File: config.mk
export PLATFORM = sky130hd
export DESIGN_NAME = router_input_port
export DESIGN_NICKNAME = d
export VERILOG_FILES = /design/src/rtl/router_pkg.sv /design/src/rtl/router_input_port_vc_fifo.sv /design/src/rtl/router_input_port.sv
export SDC_FILE = /design/constraint.sdc
export NUM_CORES = 1
export LEC_CHECK = 0
export BUFFER_PORTS_ARGS = -buffer_cell sky130_fd_sc_hd__buf_2
export CORE_UTILIZATION = 40
export CTS_CLUSTER_DIAMETER = 60
export DETAILED_ROUTE_END_ITERATION = 10
export GPL_TIMING_DRIVEN = 0
export PLACE_DENSITY_LB_ADDON = 0.3
export SLEW_MARGIN = 20
export SYNTH_ARGS = -nofsm -noshare
export SYNTH_HDL_FRONTEND = slang
export SYNTH_SLANG_ARGS = --single-unit
File: constraint.sdc
create_clock -name clk -period 8.6 [get_ports clk]
set_input_delay 2.58 -clock clk [delete_from_list [all_inputs] [get_ports clk]]
set_output_delay 2.58 -clock clk [all_outputs]
set_load 0.01 [all_outputs]
File: src/rtl/router_pkg.sv
// Shared header layout, direction encodings and XY route computation for the mesh router.
// Header offsets are relative to the top 32 bits of a packet.
package router_pkg;

  localparam int HDR_W   = 32;
  localparam int HOP_W   = 4;
  localparam int HDR_VC  = 31;
  localparam int HDR_DX  = 30;
  localparam int HDR_DY  = 29;
  localparam int HDR_HX  = 20;
  localparam int HDR_HY  = 16;
  localparam int HDR_SRC = 0;

  localparam logic [4:0] DIR_E  = 5'b00001;
  localparam logic [4:0] DIR_W  = 5'b00010;
  localparam logic [4:0] DIR_N  = 5'b00100;
  localparam logic [4:0] DIR_S  = 5'b01000;
  localparam logic [4:0] DIR_PE = 5'b10000;

  typedef struct packed {
    logic [4:0]       req;
    logic [HDR_W-1:0] hdr;
  } route_t;

  // X hops are consumed before Y hops; the hop being taken is decremented in the returned header.
  function automatic route_t compute_route(input logic [HDR_W-1:0] hdr);
    route_t r;
    r.hdr = hdr;
    if (hdr[HDR_HX +: HOP_W] != '0) begin
      r.req = hdr[HDR_DX] ? DIR_W : DIR_E;
      r.hdr[HDR_HX +: HOP_W] = hdr[HDR_HX +: HOP_W] - HOP_W'(1);
    end else if (hdr[HDR_HY +: HOP_W] != '0) begin
      r.req = hdr[HDR_DY] ? DIR_S : DIR_N;
      r.hdr[HDR_HY +: HOP_W] = hdr[HDR_HY +: HOP_W] - HOP_W'(1);
    end else begin
      r.req = DIR_PE;
    end
    return r;
  endfunction

endpackage

File: src/rtl/router_input_port_vc_fifo.sv
// Circular-buffer FIFO for one virtual channel; any depth >= 1, occupancy kept in its own counter.
module vc_fifo #(
  parameter  int DATA_WIDTH   = 64,
  parameter  int BUFFER_DEPTH = 2,
  localparam int CNT_W        = $clog2(BUFFER_DEPTH + 1)
) (
  input  logic                  clk,
  input  logic                  reset,
  input  logic                  push,
  input  logic                  pop,
  input  logic [DATA_WIDTH-1:0] din,
  output logic                  full,
  output logic                  empty,
  output logic [CNT_W-1:0]      count,
  output logic [DATA_WIDTH-1:0] head
);

  localparam int              PTR_W = (BUFFER_DEPTH > 1) ? $clog2(BUFFER_DEPTH) : 1;
  localparam logic [PTR_W-1:0] LAST = PTR_W'(BUFFER_DEPTH - 1);

  logic [DATA_WIDTH-1:0] r_mem [BUFFER_DEPTH];
  logic [PTR_W-1:0]      r_wr_ptr, r_rd_ptr;
  logic [CNT_W-1:0]      r_count;
  logic                  w_do_push, w_do_pop;

  assign full      = (r_count == CNT_W'(BUFFER_DEPTH));
  assign empty     = (r_count == '0);
  assign count     = r_count;
  assign head      = r_mem[r_rd_ptr];
  assign w_do_push = push && !full;
  assign w_do_pop  = pop && !empty;

  // NOTE: storage is deliberately not reset; the pointers and count alone define which entries are valid.
  always_ff @(posedge clk) begin
    if (w_do_push) r_mem[r_wr_ptr] <= din;
  end

  // NOTE: all state uses non-blocking assignments so every register samples pre-edge values.
  always_ff @(posedge clk or posedge reset) begin
    if (reset) begin
      r_wr_ptr <= '0;
      r_rd_ptr <= '0;
      r_count  <= '0;
    end else begin
      if (w_do_push) r_wr_ptr <= (r_wr_ptr == LAST) ? '0 : r_wr_ptr + PTR_W'(1);
      if (w_do_pop)  r_rd_ptr <= (r_rd_ptr == LAST) ? '0 : r_rd_ptr + PTR_W'(1);
      case ({w_do_push, w_do_pop})
        2'b10:   r_count <= r_count + CNT_W'(1);
        2'b01:   r_count <= r_count - CNT_W'(1);
        default: r_count <= r_count;
      endcase
    end
  end

endmodule

File: src/rtl/router_input_port.sv
// Dual-VC router input port: polarity steers writes to one VC and reads/route requests to the other.
module router_input_port
  import router_pkg::*;
#(
  parameter  int DATA_WIDTH   = 64,
  parameter  int BUFFER_DEPTH = 2,
  localparam int OCC_W        = $clog2(BUFFER_DEPTH + 1)
) (
  input  logic                  clk,
  input  logic                  reset,
  input  logic                  polarity,
  input  logic                  si,
  input  logic [DATA_WIDTH-1:0] di,
  output logic                  ri,
  output logic [4:0]            req,
  input  logic                  gnt,
  output logic [DATA_WIDTH-1:0] dout,
  output logic [OCC_W-1:0]      occ_even,
  output logic [OCC_W-1:0]      occ_odd,
  output logic                  err
);

  localparam int HDR_LSB = DATA_WIDTH - HDR_W;

  logic [1:0]            w_push, w_pop, w_full, w_empty;
  logic [DATA_WIDTH-1:0] w_head [2];
  logic [OCC_W-1:0]      w_count [2];
  logic [DATA_WIDTH-1:0] w_int_head;
  logic                  w_int_empty, w_send, w_vc_ok, w_pop_any;
  route_t                w_route;
  logic                  r_err;

  for (genvar v = 0; v < 2; v++) begin : g_vc
    vc_fifo #(.DATA_WIDTH(DATA_WIDTH), .BUFFER_DEPTH(BUFFER_DEPTH)) u_fifo (
      .clk   (clk),
      .reset (reset),
      .push  (w_push[v]),
      .pop   (w_pop[v]),
      .din   (di),
      .full  (w_full[v]),
      .empty (w_empty[v]),
      .count (w_count[v]),
      .head  (w_head[v])
    );
  end

  // External VC is ~polarity, internal VC is polarity, so the two never collide.
  assign ri          = polarity ? !w_full[0] : !w_full[1];
  assign w_int_head  = polarity ? w_head[1] : w_head[0];
  assign w_int_empty = polarity ? w_empty[1] : w_empty[0];
  assign w_send      = si && ri;
  assign w_vc_ok     = (di[HDR_LSB + HDR_VC] == !polarity);
  assign w_push[0]   = w_send && w_vc_ok && polarity;
  assign w_push[1]   = w_send && w_vc_ok && !polarity;
  assign w_pop_any   = gnt && (req != '0);
  assign w_pop[0]    = w_pop_any && !polarity;
  assign w_pop[1]    = w_pop_any && polarity;
  assign w_route     = compute_route(w_int_head[DATA_WIDTH-1 -: HDR_W]);

  // NOTE: defaults first so every path assigns both outputs and no latch is inferred.
  always_comb begin
    req  = '0;
    dout = '0;
    if (!w_int_empty) begin
      req  = w_route.req;
      dout = {w_route.hdr, w_int_head[HDR_LSB-1:0]};
    end
  end

  always_ff @(posedge clk or posedge reset) begin
    if (reset) r_err <= 1'b0;
    else       r_err <= w_send && !w_vc_ok;
  end

  assign err      = r_err;
  assign occ_even = w_count[0];
  assign occ_odd  = w_count[1];

endmodule

==> results of run 1 <==
power by group through the flow:
stage          logic [mW]  registers, mW  clock network [mW]
2_1_floorplan       0.738           1.60                   0
4_1_cts              1.22           1.57                1.24
6_report             1.20           1.57                1.21
3_3_place_gp         1.17           1.60                   0
3_5_place_dp         1.21           1.59                   0
5_1_grt              1.30           1.57                1.29
routing by layer:
| layer | up-vias | routed length (µm) | global-route usage |
|---|---|---|---|
| li1 | 2947 | - | - |
| met1 | 3097 | 10500 | 0.230 |
| met2 | 167 | 11600 | 0.295 |
| met3 | 31 | 1160 | 0.0311 |
| met4 | 2 | 305 | 0.0366 |
| met5 | - | 8 | 0 |
cell families (layout without fill, tap and decap cells):
| family | Yosys count | in the layout | synth area share |
|---|---|---|---|
| fa+ha+maj | 4 | 4 | 0.00467 |
| flops | 265 | 265 | 0.738 |
| buf+inv | 50 | 254 | 0.0245 |
| xor+xnor | 13 | 13 | 0.0106 |
| mux | 77 | 77 | 0.0725 |
| compound gates | 132 | 132 | 0.0899 |
| simple gates | 115 | 115 | 0.0598 |
sequential cells by signal (all words and copies together) (netlist names):
| signal | cells |
|---|---|
| g_vc.u_fifo.count | 4 |
| g_vc.u_fifo.r_mem | 256 |
| g_vc.u_fifo.r_rd_ptr | 2 |
| err | 1 |
| g_vc.u_fifo.r_wr_ptr | 2 |
through the flow:
| stage | utilization | std cells | instance area, µm² | setup slack (ns) |
|---|---|---|---|---|
| after floorplan | - | 656 | 10700 | 1.61 |
| after global placement | 0.452 | 1134 | 11900 | -0.609 |
| after detailed placement | 0.464 | 1146 | 12200 | 1.13 |
| after CTS | 0.500 | 1195 | 13100 | 1.12 |
| after global routing | 0.500 | 1195 | 13100 | 0.958 |
| final | 0.500 | 1195 | 13100 | 1.12 |
area by class of cell:
cell class	count	area share
repair buffers	155	0.0764
flip-flops and latches	265	0.604
well taps	335	0.0320
inverters	4	0.00115
plain buffers	46	0.0189
clock inverters	15	0.0152
clock buffers	34	0.0559
multi-input cells	341	0.197
cell usage after synthesis, types with 2 or more instances:
cell | count | share of area
a211oi_1 | 110 | 0.077
a21o_1 | 2 | 0.0014
a21oi_1 | 10 | 0.0047
and3_1 | 3 | 0.0018
buf_1 | 9 | 0.0032
buf_2 | 12 | 0.0056
buf_4 | 6 | 0.0042
buf_6 | 5 | 0.0053
clkbuf_1 | 14 | 0.0049
dfrtp_1 | 9 | 0.021
edfxtp_1 | 256 | 0.72
ha_1 | 4 | 0.0047
inv_1 | 4 | 0.0014
mux2_2 | 5 | 0.0053
mux2i_1 | 72 | 0.067
nand2_1 | 15 | 0.0053
nand2b_1 | 2 | 0.0012
nand4b_1 | 2 | 0.0016
nor2_1 | 23 | 0.0081
nor2b_1 | 57 | 0.033
nor3_1 | 4 | 0.0019
o21ai_0 | 3 | 0.0014
o22ai_1 | 2 | 0.0012
or3_1 | 3 | 0.0018
xnor2_1 | 9 | 0.0074
xor2_1 | 4 | 0.0033
path summary, 6_finish.rpt:
kind                                              end  slack (ns)  cells after the start
setup / recovery                             dout[49]        1.12                     12
hold / removal                g_vc[1].u_fifo.count[1]        0.53                      1
setup reg to reg           g_vc[0].u_fifo.r_mem[1][1]        6.25                      6
hold reg to reg               g_vc[1].u_fifo.count[1]        0.53                      1
max in group asynchronous     g_vc[0].u_fifo.count[0]        6.33                      2
min in group asynchronous     g_vc[0].u_fifo.r_rd_ptr        2.02                      2
==> run metrics, run 1 <==
status complete, but fails checks; failing checks design-rule violations; Post-synth EDFFs between 200 and 300; crit path DAT a little under 5 ns; Final Routed Wirelength ~24,000 µm; total track usage 0.173; routability cong. around 0.76; clock power share 0.305; vias in the first global route around 6.3k; CP endpoint kind primary output; Die Ht about 170 µm; Max Cap Viol 0; H-Tree Depth 1; multi-input logic area between 2000 and 3000 µm²; row count 59; Longest Clk Path Bufs 3; setup_tns 0 ns; Synth Net Count around 730; Pre-antenna DRT Iters 9; # IOs 144; clock skew roughly 0.012 ns; initial antenna violation count 1; crit path launch polarity; #FFs+latches synth around 270; Yosys cell types 37; worst path buffer plus inverter count 6; iteration-0 DRC count of the detailed router ~360; postcts setup bufs 0; die area about 27,000 µm²; Initial Utilization 0.409; Int Power between 2 and 3 mW; Hold WS between 0.5 and 0.6 ns; worst hold-check path type reg -> reg; post-route ant nets 0; Async S/R FF share, synth 0.0340; Hold-fix buffers, CTS 0; Pins Over Slew Limit 0; vias approximately 6.2k; Buffers on Ports approximately 140; Worst IR Drop VDD 0.000169 V; final period utilization 0.870; Power, Total between 3 and 4 mW; share of post-route cells with drive strength above 1 0.269; largest net degree at the start of global routing 25; slowest stage delay, CP between 0.3 and 0.4 ns; count of final setup violators 0; Sw Ratio 0.310; clock sink count approximately 270; CTS buffer count 27; Post-CTS Resized 0; reg-to-reg startpoint g_vc[0].u_fifo.count[1]; Pleak 4.69 nW; Ys Warns 0; Core ar. 26,200 µm²; grt ovf 0; Top Family by Delay on Critical Path buffers and inverters; Main synth FF type edfxtp_1; diodes inserted 0; Highest Clock Rate ~130 MHz; critical path cell sequence buf_2, buf_2, buf_2, buf_2, a21oi_1, ha_1, nand2b_1, o22a_1, buf_6, or3_1, a21oi_1, buf_2; Cell Area, Synth 10,700 µm²; commonest non-fill, non-tap cell in the layout edfxtp_1; DP HPWL 15,500 µm; syn avg cell area 16.3 µm²; relative slew slack 0.560; Comb pwr share 0.301; Sequential Power Share 0.394; CTS tree built; Setup CP Type in -> out; hold path startpoint g_vc[1].u_fifo.count[1]; slew at the pin with the worst max-slew slack about 0.66 ns; RSZ-0062 raised after global routing false; register area share after synthesis 0.738; most frequent cells in the layout 256 x edfxtp_1, 155 x buf_2, 110 x a211oi_1; min Tclk post-route between 7 and 8 ns; post-DR wirelength/cell roughly 20 µm; WP data required ~6.0 ns; fill count about 2.2k; Crit path top cell by count buf_2; Net Sw Power between 1 and 1.5 mW; Post-route DRC 16; crit start category input pin; Crit-path slowest cell or3_1; via/cell ratio ~5.2; register area 7910 µm²; Clock Pin Slew Worst Setup and Hold Paths about 0.060 ns; die width ~170 µm; Area Overhead vs Synth 22.2%; Cells after Synth 656; Power Density around 300 nW/µm²; Hold Fails Final Rpt 0; clk_lat worst skew 0.52 ns; worst-path maximum fanout 10; first-pass GRT wire length approximately 36,000 µm; root buffer cell clkbuf_16; nets between 900 and 1k
Note: power is estimated with default switching activity, not from simulation.
==> run 2, diff against run 1 <==
CELL_PAD_IN_SITES_DETAIL_PLACEMENT = 2   (was not set)
CELL_PAD_IN_SITES_GLOBAL_PLACEMENT = 2   (was not set)
==> run 2 against run 1 <==
  * The run still ends with design-rule violations left
  * Final cell count up 0.67%
  * Core utilization up 0.22 points
  * Critical endpoint unchanged
  * Worst hold slack better by 0.00083 ns
  * Largest power group unchanged
  * Global-route usage increased by 4.4 points
  * Die area unchanged
  * Cell area rose by 0.44%
  * Total power grew 3.5%
  * Combinational power increased by 4%
==> run metrics, run 2 (synthesized netlist as in run 1, its figures left out) <==
routability cong. between 0.7 and 0.8; Post-CTS Resized 0; register area between 7000 and 8000 µm²; Max Used Layer met5; Setup CP Type in -> out; clock sink count around 270; Hold-fix buffers, CTS 0; iteration-0 DRC count of the detailed router about 330; root buffer cell clkbuf_16; clk_lat worst skew roughly 0.57 ns; R2R setup slack 6.27 ns; Max Cap Viol 0; max reg flops approximately 260; failing checks design-rule violations; FF-to-FF path depth 6; most frequent cells in the layout 256 x edfxtp_1, 155 x buf_2, 110 x a211oi_1; Power Density 313 nW/µm²; Power, Total between 4 and 5 mW; capturing point of the worst reg2reg path g_vc[0].u_fifo.r_mem[1][19]; grt ovf 0; Worst Hold End g_vc[1].u_fifo.count[1]; initial antenna violation count 3; min Tclk post-route about 7.6 ns; CTS buffer count 31; crit start category input pin; post-route ant nets 0; worst hold-check path type reg -> reg; Worst IR Drop VDD around 0.00018 V; CTS tree built; status complete, but fails checks; die area approximately 27,000 µm²; CP endpoint kind primary output; Highest Clock Rate 132 MHz; RSZ-0062 raised after global routing false; fill count around 2.4k; reg-to-reg startpoint g_vc[0].u_fifo.count[1]; WL met2 about 16,000 µm; largest net degree at the start of global routing 23; clock skew between 0.01 and 0.015 ns; multi-input logic area roughly 2600 µm²; postcts setup bufs 0; count of final setup violators 0; hold path startpoint g_vc[1].u_fifo.count[1]; Clock Pin Slew Worst Setup and Hold Paths around 0.06 ns; hold path depth 1; WP data required around 6.0 ns; die width about 170 µm; final period utilization 0.881; post-DR wirelength/cell around 25 µm; Die Ht 166 µm; # IOs approximately 140; setup_tns 0 ns; H-Tree Depth 1; Buffers on Ports between 100 and 150; Top reg by flops g_vc.u_fifo.r_mem; Pleak 4.71 nW; Post-route DRC 24; Met1 Wirelength roughly 12,000 µm; Hold Fails Final Rpt 0; metal3 WL approximately 1200 µm; Initial Utilization 0.409; first-pass GRT wire length roughly 45,000 µm; vias 6,514; worst-path maximum fanout 10; crit path DAT 5.00 ns; crit path launch polarity; row count a little under 60; Pre-antenna DRT Iters 7; Core ar. 26,200 µm²; nets ~900; slew at the pin with the worst max-slew slack between 0.6 and 0.7 ns; total track usage 0.217; DP HPWL 20,000 µm; via/cell ratio around 5.4; Final Routed Wirelength ~30,000 µm; Longest Clk Path Bufs 3; vias in the first global route 7,460; Pins Over Slew Limit 0; share of post-route cells with drive strength above 1 0.267; commonest non-fill, non-tap cell in the layout edfxtp_1; Area Overhead vs Synth 22.7%; relative slew slack 0.546
-- run 2: layer usage --
layer  vias to the layer above  GRT usage
li1                       2957          -
met1                      3366      0.262
met2                       137      0.402
met3                        52     0.0356
met4                         2     0.0536
met5                         -          0
-- run 2: cell type report --
type | instances | area share
Tap cell | 335 | 0.0319
Inverter | 4 | 0.00114
Sequential cell | 265 | 0.601
Buffer | 46 | 0.0188
Clock buffer | 39 | 0.0612
Timing Repair Buffer | 155 | 0.0749
Multi-Input combinational cell | 341 | 0.196
Antenna cell | 2 | 0.000380
Clock inverter | 16 | 0.0146
-- run 2: stage by stage --
| stage | instance area (µm²) | std cells | hold slack [ns] | worst slack (ns) | utilization |
|---|---|---|---|---|---|
| 3_3_place_gp | 11900 | 1134 | 0.481 | -0.534 | 0.452 |
| 3_5_place_dp | 12200 | 1146 | 0.521 | 0.998 | 0.464 |
| 5_1_grt | 13200 | 1201 | 0.557 | 0.841 | 0.502 |
| 2_1_floorplan | 10700 | 656 | 0.468 | 1.61 | - |
| 6_report | 13200 | 1203 | 0.532 | 1.02 | 0.502 |
| 4_1_cts | 13200 | 1201 | 0.530 | 0.981 | 0.502 |
-- run 2: critical path, stage by stage --
cell	delay (ns)
buf_2	0.10
buf_2	0.20
buf_2	0.24
buf_2	0.26
a21oi_1	0.23
ha_1	0.25
nand2b_1	0.09
o22a_1	0.22
buf_6	0.14
or3_1	0.34
a21oi_1	0.17
buf_2	0.17
-- run 2: worst max-delay path by stage --
stage	end	slack, ns
floorplan	dout[49]	1.61
global placement	g_vc[1].u_fifo.r_mem[1][19]	-0.53
detailed placement	dout[49]	1.0
CTS	dout[49]	0.98
global route	dout[49]	0.84
finish	dout[49]	1.02
-- run 2: where the power goes --
group          switching, mW  total (mW)  internal, mW  leakage [nW]
Sequential            0.0470        1.57          1.53          2.43
Clock                  0.514        1.29         0.780         0.479
Combinational          0.779        1.25         0.467          1.80
Total                   1.34        4.11          2.77          4.71
==> run 3, diff against run 2 <==
BUFFER_PORTS_ARGS = -buffer_cell sky130_fd_sc_hd__buf_4   (was -buffer_cell sky130_fd_sc_hd__buf_2)
==> run 3 against run 2 <==
  * The run still ends with design-rule violations left
  * Core utilization grew 1.4 points
  * Worst hold slack gained 0.027 ns
  * Clock skew shrank 0.0026 ns
  * Via count grew 1.9%
  * Fmax shrank 1.7%
  * Largest power group unchanged
  * Worst setup slack lost 0.13 ns
  * Critical path depth is the same
  * Register-to-register slack lost 0.29 ns
  * Cell area grew 2.8%
  * Die area is the same
  * Non-clock buffer count is the same
  * Routed wire length grew 6.7%
  * Critical path type unchanged
==> run metrics, run 3 (synthesized netlist as in run 1, its figures left out) <==
count of final setup violators 0; grt ovf 0; Post-route DRC 12; multi-input logic area 2570 µm²; slew at the pin with the worst max-slew slack 0.786 ns; postcts setup bufs 0; Setup CP Type in -> out; H-Tree Depth 1; Clock Pin Slew Worst Setup and Hold Paths 0.06 ns; critical path cell sequence buf_4, buf_2, buf_2, buf_2, a21oi_1, ha_1, nand2_1, o22a_1, buf_6, or3_1, a21oi_1, buf_4; Crit path top cell by count buf_2; Hold Fails Final Rpt 0; worst-path maximum fanout 10; Worst Hold End g_vc[1].u_fifo.r_wr_ptr; most frequent cells in the layout 256 x edfxtp_1, 149 x buf_4, 110 x a211oi_1; vias 6,636; DP HPWL 21,100 µm; Core ar. 26,200 µm²; RSZ-0062 raised after global routing false; Worst IR Drop VDD about 0.00018 V; Buffers on Ports about 140; min Tclk post-route roughly 7.7 ns; share of post-route cells with drive strength above 1 0.267; largest net degree at the start of global routing 23; Pre-antenna DRT Iters 7; die width 166 µm; CTS buffer count 31; Pleak 4.82 nW; crit start category input pin; worst path buffer plus inverter count 6; slowest stage delay, CP between 0.3 and 0.4 ns; fill count between 2k and 2.5k; clock sink count about 270; Crit-path slowest cell or3_1; routability cong. 0.749; post-route ant nets 0; hold path startpoint g_vc[1].u_fifo.r_wr_ptr; clock skew between 0.009 and 0.01 ns; Highest Clock Rate 130 MHz; worst hold-check path type reg -> reg; initial antenna violation count 0; FF-to-FF path depth 6; crit path DAT roughly 5.1 ns; Final Routed Wirelength roughly 32,000 µm; row count 59; Pins Over Slew Limit 0; via/cell ratio 5.52; hold path depth 1; relative slew slack 0.475; Area Overhead vs Synth 26.2%; Hold WS ~0.56 ns; die area between 20,000 and 30,000 µm²; max reg flops around 260; register area approximately 7900 µm²; Power Density about 310 nW/µm²; status complete, but fails checks; Max Cap Viol 0; first-pass GRT wire length 47,800 µm; iteration-0 DRC count of the detailed router approximately 360; CP endpoint kind primary output; clk_lat worst skew around 0.55 ns; Initial Utilization 0.409; Hold-fix buffers, CTS 0; setup_tns 0 ns; Longest Clk Path Bufs 3; commonest non-fill, non-tap cell in the layout edfxtp_1; total track usage 0.232; capturing point of the worst reg2reg path g_vc[0].u_fifo.r_mem[1][16]; Top Family by Delay on Critical Path buffers and inverters; post-DR wirelength/cell between 20 and 30 µm; WP data required 6.02 ns; root buffer cell clkbuf_16; final period utilization 0.897; Die Ht around 170 µm; CTS tree built; reg-to-reg startpoint g_vc[0].u_fifo.count[1]; diodes inserted 0; # IOs approximately 140; R2R setup slack about 6.0 ns; Top reg by flops g_vc.u_fifo.r_mem; Post-CTS Resized 0; crit path launch polarity; nets 917; failing checks design-rule violations; Critical Path Stages 12; vias in the first global route ~7.5k
-- run 3: cell types whose count changed in the layout (fill, tap and decap cells not counted), sizes merged --
cell	delta
inv	+1
diode	-2
bufinv	-2
clkinv	+1
clkbuf	+2
-- run 3: worst max path at each step --
stage / end / slack [ns]
after detailed placement: dout[51] / 1.02
after floorplan: dout[49] / 1.61
after global routing: dout[49] / 0.72
after CTS: dout[51] / 0.89
final: dout[49] / 0.89
after global placement: g_vc[1].u_fifo.r_mem[0][21] / -0.67
-- run 3: final cells by class --
| cell class | instances | share of cell area |
|---|---|---|
| Multi-Input combinational cell | 341 | 0.190 |
| Tap cell | 335 | 0.0310 |
| Timing Repair Buffer | 155 | 0.103 |
| Sequential cell | 265 | 0.585 |
| Clock buffer | 41 | 0.0609 |
| Inverter | 4 | 0.00111 |
| Buffer | 46 | 0.0183 |
| Clock inverter | 16 | 0.00999 |
-- run 3: routing by layer --
metal / vias up / routed length, µm / GRT usage
met5: - / 0 / 0
met4: 0 / 605 / 0.0597
met3: 45 / 1250 / 0.0335
met2: 156 / 16900 / 0.431
met1: 3479 / 12800 / 0.280
li1: 2956 / - / -
-- run 3: power breakdown --
group	total [mW]	internal, mW	switching, mW
logic	1.37	0.570	0.804
clock network	1.24	0.729	0.515
registers	1.58	1.53	0.0512
-- run 3: stage by stage --
| stage | cells | power [mW] | area [µm²] | utilization | worst slack [ns] |
|---|---|---|---|---|---|
| 6_report | 1203 | 4.20 | 13500 | 0.516 | 0.886 |
| 5_1_grt | 1203 | 4.36 | 13500 | 0.516 | 0.719 |
| 4_1_cts | 1203 | 4.24 | 13500 | 0.516 | 0.894 |
| 3_5_place_dp | 1146 | 2.98 | 12600 | 0.479 | 1.02 |
| 3_3_place_gp | 1134 | 2.88 | 12200 | 0.466 | -0.672 |
| 2_1_floorplan | 656 | 2.33 | 10700 | - | 1.61 |
